==> src/rtl/cpu_ctrl_pkg.sv <==
// Shared encodings for the multicycle RISC-V control unit: opcodes, FSM states,
// opcode classes and the ALU control field values.
package cpu_ctrl_pkg;

  localparam int OPCODE_W = 7;

  localparam logic [6:0] OP_LOAD   = 7'b0000011;
  localparam logic [6:0] OP_STORE  = 7'b0100011;
  localparam logic [6:0] OP_ARITH  = 7'b0110011;
  localparam logic [6:0] OP_BRANCH = 7'b1100011;

  localparam logic [1:0] ALU_ADD   = 2'b00;
  localparam logic [1:0] ALU_SUB   = 2'b01;
  localparam logic [1:0] ALU_FUNCT = 2'b10;
  localparam logic [1:0] ALU_NONE  = 2'b11;

  localparam logic [1:0] SRCB_RS2  = 2'b00;
  localparam logic [1:0] SRCB_FOUR = 2'b01;
  localparam logic [1:0] SRCB_IMM  = 2'b10;

  typedef enum logic [3:0] {
    S_FETCH    = 4'd0,
    S_DECODE   = 4'd1,
    S_MEM_ADDR = 4'd2,
    S_MEM_RD   = 4'd3,
    S_MEM_WB   = 4'd4,
    S_MEM_WR   = 4'd5,
    S_EXEC_R   = 4'd6,
    S_ALU_WB   = 4'd7,
    S_BRANCH   = 4'd8
  } state_t;

  typedef enum logic [2:0] {
    CLS_NONE   = 3'd0,
    CLS_LOAD   = 3'd1,
    CLS_STORE  = 3'd2,
    CLS_ARITH  = 3'd3,
    CLS_BRANCH = 3'd4
  } opclass_t;

  function automatic opclass_t decode_class(input logic [6:0] op);
    case (op)
      OP_LOAD:   return CLS_LOAD;
      OP_STORE:  return CLS_STORE;
      OP_ARITH:  return CLS_ARITH;
      OP_BRANCH: return CLS_BRANCH;
      default:   return CLS_NONE;
    endcase
  endfunction

endpackage

==> src/rtl/control_fsm_mc_perf_counters.sv <==
// Free-running cycle counter and retired-instruction counter; both wrap.
module perf_counters #(
  parameter int CNT_W = 32
) (
  input  logic             clk,
  input  logic             reset,
  input  logic             retire,
  output logic [CNT_W-1:0] cycleCnt,
  output logic [CNT_W-1:0] instrCnt
);

  always_ff @(posedge clk or posedge reset) begin
    if (reset) begin
      cycleCnt <= '0;
      instrCnt <= '0;
    end else begin
      cycleCnt <= cycleCnt + 1'b1;
      if (retire)
        instrCnt <= instrCnt + 1'b1;
    end
  end

endmodule

==> src/rtl/control_fsm_mc.sv <==
// Multicycle control FSM with memory-ready watchdog. Performance counters are
// built only when PERF_CNT_EN is defined; otherwise cycleCnt/instrCnt read 0.
module control_fsm_mc
  import cpu_ctrl_pkg::*;
#(
  parameter int CNT_W    = 32,
  parameter int WAIT_MAX = 15,
  parameter int OPCODE_W = 7
) (
  input  logic                clk,
  input  logic                reset,
  input  logic [OPCODE_W-1:0] instruc,
  input  logic                memReady,
  output logic                irWrite,
  output logic                pcWrite,
  output logic                pcWriteCond,
  output logic                pcSource,
  output logic                iOrD,
  output logic                memRead,
  output logic                memWrite,
  output logic                memToReg,
  output logic                regWrite,
  output logic                aluSrcA,
  output logic [1:0]          aluSrcB,
  output logic [1:0]          aluOp,
  output logic                illegal,
  output logic                memErr,
  output logic [3:0]          state,
  output logic [CNT_W-1:0]    cycleCnt,
  output logic [CNT_W-1:0]    instrCnt
);

  localparam logic [7:0] WAIT_LAST = 8'(WAIT_MAX - 1);

  state_t     state_reg, state_next;
  opclass_t   class_reg, class_next;
  logic [7:0] wait_reg, wait_next;
  logic       illegal_reg, illegal_next;
  logic       memerr_reg, memerr_next;
  logic       mem_wait;
  logic       expire;
  logic       retire;

  always_ff @(posedge clk or posedge reset) begin
    if (reset) begin
      state_reg   <= S_FETCH;
      class_reg   <= CLS_NONE;
      wait_reg    <= '0;
      illegal_reg <= 1'b0;
      memerr_reg  <= 1'b0;
    end else begin
      state_reg   <= state_next;
      class_reg   <= class_next;
      wait_reg    <= wait_next;
      illegal_reg <= illegal_next;
      memerr_reg  <= memerr_next;
    end
  end

  // Final wait cycle: a late memReady here still completes the access.
  assign expire = (wait_reg == WAIT_LAST) && !memReady;

  always_comb begin
    irWrite      = 1'b0;
    pcWrite      = 1'b0;
    pcWriteCond  = 1'b0;
    pcSource     = 1'b0;
    iOrD         = 1'b0;
    memRead      = 1'b0;
    memWrite     = 1'b0;
    memToReg     = 1'b0;
    regWrite     = 1'b0;
    aluSrcA      = 1'b0;
    aluSrcB      = SRCB_RS2;
    aluOp        = ALU_NONE;
    state_next   = state_reg;
    class_next   = class_reg;
    illegal_next = 1'b0;
    memerr_next  = 1'b0;
    mem_wait     = 1'b0;
    retire       = 1'b0;

    case (state_reg)
      S_FETCH: begin
        memRead  = 1'b1;
        aluSrcB  = SRCB_FOUR;
        aluOp    = ALU_ADD;
        mem_wait = 1'b1;
        if (memReady) begin
          irWrite    = 1'b1;
          pcWrite    = 1'b1;
          state_next = S_DECODE;
        end else if (expire) begin
          memerr_next = 1'b1;
        end
      end
      S_DECODE: begin
        aluSrcB    = SRCB_IMM;
        aluOp      = ALU_ADD;
        class_next = decode_class(instruc);
        case (class_next)
          CLS_LOAD, CLS_STORE: state_next = S_MEM_ADDR;
          CLS_ARITH:           state_next = S_EXEC_R;
          CLS_BRANCH:          state_next = S_BRANCH;
          default: begin
            illegal_next = 1'b1;
            state_next   = S_FETCH;
          end
        endcase
      end
      S_MEM_ADDR: begin
        aluSrcA    = 1'b1;
        aluSrcB    = SRCB_IMM;
        aluOp      = ALU_ADD;
        state_next = (class_reg == CLS_LOAD) ? S_MEM_RD : S_MEM_WR;
      end
      S_MEM_RD: begin
        memRead  = 1'b1;
        iOrD     = 1'b1;
        mem_wait = 1'b1;
        if (memReady) begin
          state_next = S_MEM_WB;
        end else if (expire) begin
          memerr_next = 1'b1;
          state_next  = S_FETCH;
        end
      end
      S_MEM_WB: begin
        regWrite   = 1'b1;
        memToReg   = 1'b1;
        retire     = 1'b1;
        state_next = S_FETCH;
      end
      S_MEM_WR: begin
        memWrite = 1'b1;
        iOrD     = 1'b1;
        mem_wait = 1'b1;
        if (memReady) begin
          retire     = 1'b1;
          state_next = S_FETCH;
        end else if (expire) begin
          memerr_next = 1'b1;
          state_next  = S_FETCH;
        end
      end
      S_EXEC_R: begin
        aluSrcA    = 1'b1;
        aluOp      = ALU_FUNCT;
        state_next = S_ALU_WB;
      end
      S_ALU_WB: begin
        regWrite   = 1'b1;
        retire     = 1'b1;
        state_next = S_FETCH;
      end
      S_BRANCH: begin
        aluSrcA     = 1'b1;
        aluOp       = ALU_SUB;
        pcWriteCond = 1'b1;
        pcSource    = 1'b1;
        retire      = 1'b1;
        state_next  = S_FETCH;
      end
      default: state_next = S_FETCH;
    endcase

    // Any state entry (including an abort back into FETCH) restarts the watchdog.
    if ((state_next != state_reg) || memerr_next)
      wait_next = '0;
    else if (mem_wait && !memReady)
      wait_next = wait_reg + 8'd1;
    else
      wait_next = wait_reg;
  end

  assign illegal = illegal_reg;
  assign memErr  = memerr_reg;
  assign state   = state_reg;

`ifdef PERF_CNT_EN
  perf_counters #(.CNT_W(CNT_W)) u_perf (
    .clk      (clk),
    .reset    (reset),
    .retire   (retire),
    .cycleCnt (cycleCnt),
    .instrCnt (instrCnt)
  );
`else
  assign cycleCnt = '0;
  assign instrCnt = '0;
`endif

endmodule

==> config.mk <==
export PLATFORM = sky130hd
export DESIGN_NAME = control_fsm_mc
export DESIGN_NICKNAME = d
export VERILOG_FILES = /design/src/rtl/cpu_ctrl_pkg.sv /design/src/rtl/control_fsm_mc_perf_counters.sv /design/src/rtl/control_fsm_mc.sv
export SDC_FILE = /design/constraint.sdc
export NUM_CORES = 1
export LEC_CHECK = 0
export CAP_MARGIN = 20
export CORE_MARGIN = 3
export CORE_UTILIZATION = 38
export CTS_CLUSTER_SIZE = 10
export DETAILED_ROUTE_END_ITERATION = 12
export PLACE_DENSITY = 0.84
export SLEW_MARGIN = 20
export SYNTH_ARGS = -nofsm -noshare
export SYNTH_HDL_FRONTEND = slang
export SYNTH_SLANG_ARGS = --single-unit
==> constraint.sdc <==
create_clock -name clk -period 2.8 [get_ports clk]
set_input_delay 0.28 -clock clk [delete_from_list [all_inputs] [get_ports clk]]
set_output_delay 0.28 -clock clk [all_outputs]
set_load 0.005 [all_outputs]
**Yosys cells after proc, flatten, opt, wreduce, memory -nomap -nowiden**

Cells that the tools add are included.

- Output and inout port bits: 84
- Bits in registers: 17

- Add/subtract/negate cells: 1
- Equal/unequal tests: 19
- Muxes and demuxes: 28
- Reductions and logical operators: 15

Operator list:

| kind | number |
|---|---|
| $pmux W4 S6 | 1 |
| $eq A4 B3 Y1 const B | 4 |
| $mux W4 | 4 |
| $mux W8 | 2 |
| $mux W1 | 15 |
| $eq A7 B6 Y1 const B | 2 |
| $pmux W3 S4 | 1 |
| $pmux W4 S3 | 1 |
| $reduce_or A2 Y1 | 5 |
| $reduce_or A3 Y1 | 3 |
| $add A8 B1 Y8 const B | 1 |
| $eq A4 B2 Y1 const B | 2 |
| $eq A8 B4 Y1 const B | 1 |
| $eq A7 B2 Y1 const B | 1 |
| $eq A7 B7 Y1 const B | 1 |
| $eq A3 B1 Y1 const B | 2 |
| $eq A3 B2 Y1 const B | 2 |
| $mux W3 | 2 |
| $pmux W2 S3 | 1 |
| $eq A4 B1 Y1 const B | 1 |
| $eq A4 B4 Y1 const B | 1 |
| $logic_not A4 Y1 | 1 |
| $ne A4 B4 Y1 | 1 |
| $pmux W2 S2 | 1 |
| other kinds (6) | 7 |

**Longest topological paths before layout**

Gate-level depths: netlist of the first run.

- Depth after elaboration: 10
- Depth in mapped cells: 6
- Mapped depth without buffers: 6

**Worst setup path after synthesis of the first run**

Ideal clock, no wire load.

- Kind: reg-to-reg
- From: register state_reg[3], in the netlist state[3]
- To: register wait_reg[1]
- Stages on the path, launching flop included: 7
- Path slack: 749 ps
- Arrival: 1905 ps
- Library setup time: 146 ps
- Cells stage by stage: dfrtp_1 -> buf_6 -> or4b_4 -> or4_4 -> o21ai_2 -> a211o_4 -> a2111oi_2

- Word-level cells in the longest chain between the ends: 6

RTL lines:

| item | line | RTL |
|---|---|---|
| from (decl) | control_fsm_mc.sv:35 | `state_t state_reg, state_next;` |
| from (signal assigned) | control_fsm_mc.sv:52 | `state_reg <= state_next;` |
| $mux W4 | control_fsm_mc.sv:123, control_fsm_mc.sv:141 |  |
| $mux W4 (on tied branches) | control_fsm_mc.sv:138, control_fsm_mc.sv:121 |  |
| $pmux W4 S6 | control_fsm_mc.sv:83 | `case (state_reg)` |
| $ne A4 B4 Y1 | control_fsm_mc.sv:168 | `if ((state_next != state_reg) \|\| memerr_next)` |
| $logic_or A1 B1 Y1 | control_fsm_mc.sv:168 |  |
| $mux W8 / $reduce_bool A2 Y1 (equally long branches) | n/a |  |
| to (signal assigned) | control_fsm_mc.sv:54 | `wait_reg <= wait_next;` |
| to (decl) | control_fsm_mc.sv:37 | `logic [7:0] wait_reg, wait_next;` |

Parallel ways exist; a longest one is shown, timed or not.
A chain may end at the register's enable or synchronous reset.

**Worst setup path in the final report of the first run**

- From: register state_reg[0], in the netlist state[0]
- To: register wait_reg[1]

Same word-level chain as after synthesis.

==> results of run 1 <==
where the power goes:
part           switching (mW)  leakage, nW  total, mW  internal (mW)
clock                  0.0835       0.0255      0.182         0.0986
combinational          0.0587        0.557      0.104         0.0454
sequential            0.00910        0.234      0.260          0.251
how the worst min path moves through the flow:
| stage | slack (ps) | end | cells past startpoint |
|---|---|---|---|
| floorplan | 210 | class_reg[0]$_DFFE_PP0P_ | 1 |
| global placement | 490 | class_reg[0]$_DFFE_PP0P_ | 1 |
| detailed placement | 510 | class_reg[0]$_DFFE_PP0P_ | 1 |
| CTS | 430 | wait_reg[5]$_DFFE_PP0P_ | 2 |
| global route | 490 | wait_reg[6]$_DFFE_PP0P_ | 2 |
| finish | 400 | wait_reg[5]$_DFFE_PP0P_ | 2 |
area by class of cell:
cell class / instances / area [um^2] / area share [%]
Tap cell: 50 / 62.6 / 3.62
Inverter: 4 / 15.0 / 0.869
Timing Repair Buffer: 31 / 305 / 17.7
Multi-Input combinational cell: 163 / 873 / 50.5
Sequential cell: 17 / 425 / 24.6
Clock buffer: 3 / 41.3 / 2.39
Clock inverter: 1 / 5.00 / 0.290
stage by stage:
step                      hold slack (ps)  util [%]
after floorplan                       206         -
after CTS                             431      42.9
after global placement                488      41.7
after global routing                  489      42.9
final                                 404      42.9
after detailed placement              507      41.7
layout by cell type (no fill, tap or decap), types with 5 or more instances in the layout:
| cell | n |
|---|---|
| dfrtp_1 | 17 |
| nand2_1 | 7 |
| nor2_1 | 14 |
| a21oi_1 | 9 |
| clkdlybuf4s50_1 | 29 |
| conb_1 | 64 |
| o21ai_0 | 5 |
| nor3_1 | 10 |
| xor2_1 | 7 |
cell families (layout without fill, tap and decap cells):
logic type / count (synthesis) / after routing / synth area share, %
buffers and inverters: 77 / 39 / 34.0
xor gates and xnor gates: 9 / 9 / 4.90
other: 1 / 64 / 0.233
and+or+nand+nor: 64 / 64 / 22.5
adders and majority gates: 2 / 2 / 1.55
AOI/OAI and AO/OA: 24 / 24 / 10.4
DFF: 17 / 17 / 26.4
per-layer routing:
| layer | routed length, um | up-vias | part of all wire, % | track usage, % |
|---|---|---|---|---|
| met5 | 0 | - | 0 | 0 |
| li1 | - | 580 | - | - |
| met2 | 1480 | 55 | 51 | 18.9 |
| met1 | 1180 | 535 | 41 | 13.6 |
| met4 | 18 | 0 | 0.62 | 3.76 |
| met3 | 214 | 2 | 7.4 | 1.70 |
==> load_flow_metrics.sql, run 1 <==
INSERT INTO impl_metrics (metric_group, metric, value, unit) VALUES
('outcome', 'run_status', 'completed', ''),
('critical_path', 'startpoint', 'state[0]$_DFF_PP0_', ''),
('die', 'std_cell_rows', '23', ''),
('global_routing', 'grt_antenna_before_repair', '0', ''),
('placement', 'dp_worst_setup_slack', '495', 'ps'),
('critical_path', 'worst_path_max_delay_cell', 'dfrtp_1', ''),
('global_routing', 'via_count_of_the_first_global_routing_pass', '994', ''),
('clocking', 'cts.clk_slew.worst_paths', '70', 'ps'),
('synthesis', 'synth_area_per_cell', '8.29', 'um^2'),
('critical_path', 'regToRegEndpoint', 'wait_reg[1]$_DFFE_PP0P_', ''),
('final_layout', 'fin_area', '0.00173', 'mm^2'),
('die', 'initial_utilization', '39.9', '%'),
('synthesis', 'synth_top_flop_cell', 'dfrtp_1', ''),
('final_layout', 'synthToLayoutAreaGrowth', '7.39', '%'),
('timing', 'hold_viol_final', '0', ''),
('clocking', 'post_cts_resized', '0', ''),
('die', 'die_area', '0.00505', 'mm^2'),
('detailed_routing', 'detail_route.vias_per_cell', '4.36', ''),
('synthesis', 'yosys.area.top_type_share', '30.8', '%'),
('power_and_ir_drop', 'static-leakage-power', '0.816', 'nW'),
('placement', 'dp_cells', '265', ''),
('detailed_routing', 'vias', '1172', ''),
('critical_path', 'worst-endpoint-arrival', '2410', 'ps'),
('timing', 'layout_min_cycle_time', '2300', 'ps'),
('final_layout', 'antenna_cells_inserted', '0', ''),
('critical_path', 'worstPathBufferInverterCount', '0', ''),
('timing', 'rsz_0062_raised_after_global_routing', 'false', ''),
('synthesis', 'synth.ff_latch_count', '17', ''),
('timing', 'timing.setup.tns', '0', 'ps'),
('final_layout', 'cell_count_final_fillers_out', '269', ''),
('timing', 'fin_skew', '3.32', 'ps'),
('critical_path', 'path_cells', 'or4b_4, or4_4, o21ai_2, a211o_4, a2111oi_2', ''),
('clocking', 'cts_tree', 'built', ''),
('placement', 'placed_area', '0.00168', 'mm^2'),
('critical_path', 'worst_path_largest_cell_delay', '680', 'ps'),
('critical_path', 'crit_cells', '5', ''),
('detailed_routing', 'detail_route.wl_per_cell', '10.8', 'um'),
('synthesis', 'post-synth-top-area-cell', 'buf_4', ''),
('clocking', 'cts_hold_repair.buffers', '0', ''),
('synthesis', 'yosys-top-cells-count', 'buf_4, dfrtp_1, nor2_1', ''),
('global_routing', 'global_route_wire_length_before_repair', '4.53', 'mm'),
('run', 'drv_cap', '0', ''),
('placement', 'dp.final_hpwl', '2.37', 'mm'),
('timing', 'finalSetupViolations', '0', ''),
('synthesis', 'synth.top_cells.by_area', 'buf_4, dfrtp_1, xor2_1, nor2_1, nor3_1', ''),
('global_routing', 'globalRouteOverflowTotal', '0', ''),
('timing', 'setup_slack', '497', 'ps'),
('detailed_routing', 'route.antenna.remaining_nets', '0', ''),
('clocking', 'cts_root_buf', 'clkbuf_8', ''),
('die', 'io_pins', '94', ''),
('timing', 'achievable-frequency', '434', 'MHz'),
('power_and_ir_drop', 'worst_ir_drop_vdd', '0.239', 'mV'),
('final_layout', 'max_ffs_per_register', '8', ''),
('detailed_routing', 'initialDrtViolationCount', '21', ''),
('critical_path', 'start_kind', 'register', ''),
('critical_path', 'worstSetupPathType', 'reg2reg', ''),
('timing', 'worst-slew-pin-transition', '630', 'ps'),
('synthesis', 'synth-edff-count', '0', ''),
('detailed_routing', 'detail_route.wirelength', '2.89', 'mm'),
('critical_path', 'cp_top_family', 'simple AND/OR/NAND/NOR gates', ''),
('die', 'placeableCoreArea', '0.00403', 'mm^2'),
('synthesis', 'syn-instance-count', '194', ''),
('global_routing', 'pin_count_of_the_biggest_net_entering_global_routing', '20', ''),
('synthesis', 'mappedNetlistArea', '0.00161', 'mm^2'),
('die', 'dieHeight', '71.1', 'um'),
('critical_path', 'crit_fanout', '19', ''),
('clocking', 'tritoncts_num_sinks', '17', ''),
('critical_path', 'worst_r2r_path_depth', '5', ''),
('power_and_ir_drop', 'p_per_area', '316', 'mW/mm^2'),
('detailed_routing', 'first_pass_iters', '4', ''),
('final_layout', 'n_fill_cell', '397', '');
No activity file was read; power rests on OpenSTA's default activity.
==> run 2: changes to the inputs <==
- clock period: 2.8 -> 2.3 ns (I/O delays scaled with it)
==> load_flow_metrics.sql, run 2 (synthesis results as in run 1) <==
INSERT INTO impl_metrics (metric_group, metric, value, unit) VALUES
('timing', 'finalSetupViolations', '0', ''),
('placement', 'dp.final_hpwl', '2.34', 'mm'),
('clocking', 'htreeDepth', '1', ''),
('die', 'die_area', '0.00505', 'mm^2'),
('clocking', 'post_cts_resized', '0', ''),
('critical_path', 'timing.critical_path.required', '2070', 'ps'),
('final_layout', 'final_layout_size_suffix_gt1_share', '8.97', '%'),
('die', 'dieHeight', '71.1', 'um'),
('critical_path', 'worst_path_max_delay_cell', 'clkdlybuf4s50_1', ''),
('power_and_ir_drop', 'internal_power', '0.485', 'mW'),
('power_and_ir_drop', 'p_switching', '0.188', 'mW'),
('power_and_ir_drop', 'proportion_of_total_power_due_to_net_switching', '27.9', '%'),
('timing', 'worst-slew-pin-transition', '647', 'ps'),
('clocking', 'cts_root_buf', 'clkbuf_8', ''),
('die', 'std_cell_rows', '23', ''),
('timing', 'rsz_0062_raised_after_global_routing', 'false', ''),
('die', 'die-width', '71.1', 'um'),
('critical_path', 'start_kind', 'register', ''),
('timing', 'fin_skew', '2.78', 'ps'),
('clocking', 'cts.clk_slew.worst_paths', '70', 'ps'),
('critical_path', 'crit_fanout', '20', ''),
('timing', 'achievable-frequency', '468', 'MHz'),
('detailed_routing', 'first_pass_iters', '4', ''),
('global_routing', 'global_route_wire_length_before_repair', '4.51', 'mm'),
('outcome', 'run_status', 'completed', ''),
('timing', 'maxSlewViolCount', '0', ''),
('global_routing', 'globalRouteTotalUtil', '10.6', '%'),
('die', 'initial_utilization', '39.9', '%'),
('final_layout', 'fin_area', '0.00176', 'mm^2'),
('clocking', 'tritoncts_num_sinks', '17', ''),
('power_and_ir_drop', 'worst_ir_drop_vdd', '0.273', 'mV'),
('critical_path', 'worst_r2r_path_depth', '6', ''),
('critical_path', 'worst_path_largest_cell_delay', '570', 'ps'),
('global_routing', 'globalRouteOverflowTotal', '0', ''),
('power_and_ir_drop', 'combinationalPowerShare', '20.7', '%'),
('final_layout', 'cell_count_final_fillers_out', '273', ''),
('power_and_ir_drop', 'static-leakage-power', '0.836', 'nW'),
('final_layout', 'antenna_cells_inserted', '0', ''),
('detailed_routing', 'detail_route.vias_per_cell', '4.36', ''),
('placement', 'port-buffer-count', '29', ''),
('detailed_routing', 'initialDrtViolationCount', '22', ''),
('clocking', 'cts-buffers-inserted', '3', ''),
('timing', 'timing.setup.tns', '0', 'ps'),
('clocking', 'cts_tree', 'built', ''),
('detailed_routing', 'route.antenna.remaining_nets', '0', ''),
('placement', 'place_congestion', '0.816', ''),
('detailed_routing', 'detail_route.wirelength', '2.90', 'mm'),
('global_routing', 'grt_antenna_before_repair', '0', ''),
('final_layout', 'layout.cells.most_common_list', 'conb_1, clkdlybuf4s50_1, dfrtp_1', ''),
('timing', 'layout_min_cycle_time', '2140', 'ps'),
('final_layout', 'mostFrequentLayoutCell', 'conb_1', ''),
('detailed_routing', 'vias', '1189', ''),
('detailed_routing', 'post-route-drc-count', '0', ''),
('timing', 'period_share', '93.0', '%'),
('power_and_ir_drop', 'seqPwrFrac', '46.1', '%'),
('global_routing', 'via_count_of_the_first_global_routing_pass', '1038', ''),
('clocking', 'post_cts_setup_buffer_count', '0', ''),
('timing', 'timing.slew.headroom', '56.8', '%'),
('placement', 'placed_area', '0.00171', 'mm^2'),
('final_layout', 'synthToLayoutAreaGrowth', '9.25', '%'),
('power_and_ir_drop', 'clockPowerShare', '33.2', '%'),
('critical_path', 'path_cells', 'buf_4, xnor2_1, nor3_1, clkdlybuf4s50_1', ''),
('final_layout', 'max_ffs_per_register', '8', ''),
('run', 'drv_cap', '0', ''),
('critical_path', 'end_kind', 'primary output', ''),
('placement', 'dp_cells', '269', ''),
('power_and_ir_drop', 'p_per_area', '383', 'mW/mm^2'),
('clocking', 'cts_hold_repair.buffers', '0', ''),
('clocking', 'clock_tree.buffer_depth', '2', ''),
('placement', 'dp_worst_setup_slack', '209', 'ps'),
('final_layout', 'num-nets-final', '236', ''),
('global_routing', 'pin_count_of_the_biggest_net_entering_global_routing', '21', ''),
('detailed_routing', 'detail_route.wl_per_cell', '10.6', 'um'),
('worst_hold_path', 'hp-class', 'in2async', ''),
('clocking', 'clkLatencyLatePin', '250', 'ps'),
('timing', 'hold_viol_final', '0', ''),
('critical_path', 'worstSetupPathType', 'reg2out', ''),
('timing', 'setup_slack', '161', 'ps'),
('critical_path', 'worst-endpoint-arrival', '1910', 'ps'),
('die', 'placeableCoreArea', '0.00403', 'mm^2'),
('die', 'io_pins', '94', '');
## run 2: cell types whose count changed in the layout (fill, tap and decap cells not counted)
cell / delta
buf_4: +4
## run 2: cell type report
cell class / count / area, um^2
multi-input cells: 163 / 873
clock inverters: 1 / 5.00
fillers: 407 / 2270
well taps: 50 / 62.6
clock buffers: 3 / 41.3
repair buffers: 35 / 335
flip-flops and latches: 17 / 425
inverters: 4 / 15.0
## run 2: through the flow
step                utilization, %  hold slack, ps  power (mW)
floorplan                        -             156       0.477
global placement              42.5             491       0.451
detailed placement            42.5             490       0.454
CTS                           43.6             399       0.681
global route                  43.6             445       0.708
finish                        43.6             374       0.674
## run 2: final timing paths
check,startpoint,slack [ps],to
min in group clk,class_reg[0]$_DFFE_PP0P_,500,class_reg[0]$_DFFE_PP0P_
worst max register to register,state[3]$_DFF_PP0_,250,wait_reg[1]$_DFFE_PP0P_
worst min register to register,class_reg[0]$_DFFE_PP0P_,500,class_reg[0]$_DFFE_PP0P_
worst min-delay path,reset,370,wait_reg[6]$_DFFE_PP0P_
worst max-delay path,state[1]$_DFF_PP0_,160,iOrD
max in group asynchronous,reset,1510,wait_reg[1]$_DFFE_PP0P_
## run 2: metal layers
layer	part of all wire, %	vias up	global-route usage (%)
li1	-	585	-
met1	39	551	12.3
met2	52	51	20.6
met3	8.3	2	1.99
met4	0.14	0	1.25
met5	0	-	0
## run 2: power groups by stage
stage	combinational, mW	clock (mW)	sequential (mW)
2_1_floorplan	0.162	0	0.315
3_3_place_gp	0.136	0	0.316
3_5_place_dp	0.138	0	0.316
4_1_cts	0.138	0.233	0.310
5_1_grt	0.156	0.241	0.311
6_report	0.140	0.224	0.310
## run 2: worst max-delay path: cells and delay by family (launching register included)
kind	cells	cell delay [ps]
buffers and inverters	2	770
XOR/XNOR	1	180
flip-flops	1	390
AND/OR/NAND/NOR	1	310
==> run 3: changes to the inputs <==
- ABC_CLOCK_PERIOD_IN_PS: not set -> 2300
==> results of run 3 <==
Same layout as run 2: the final DEF is identical, and so are final timing and power.
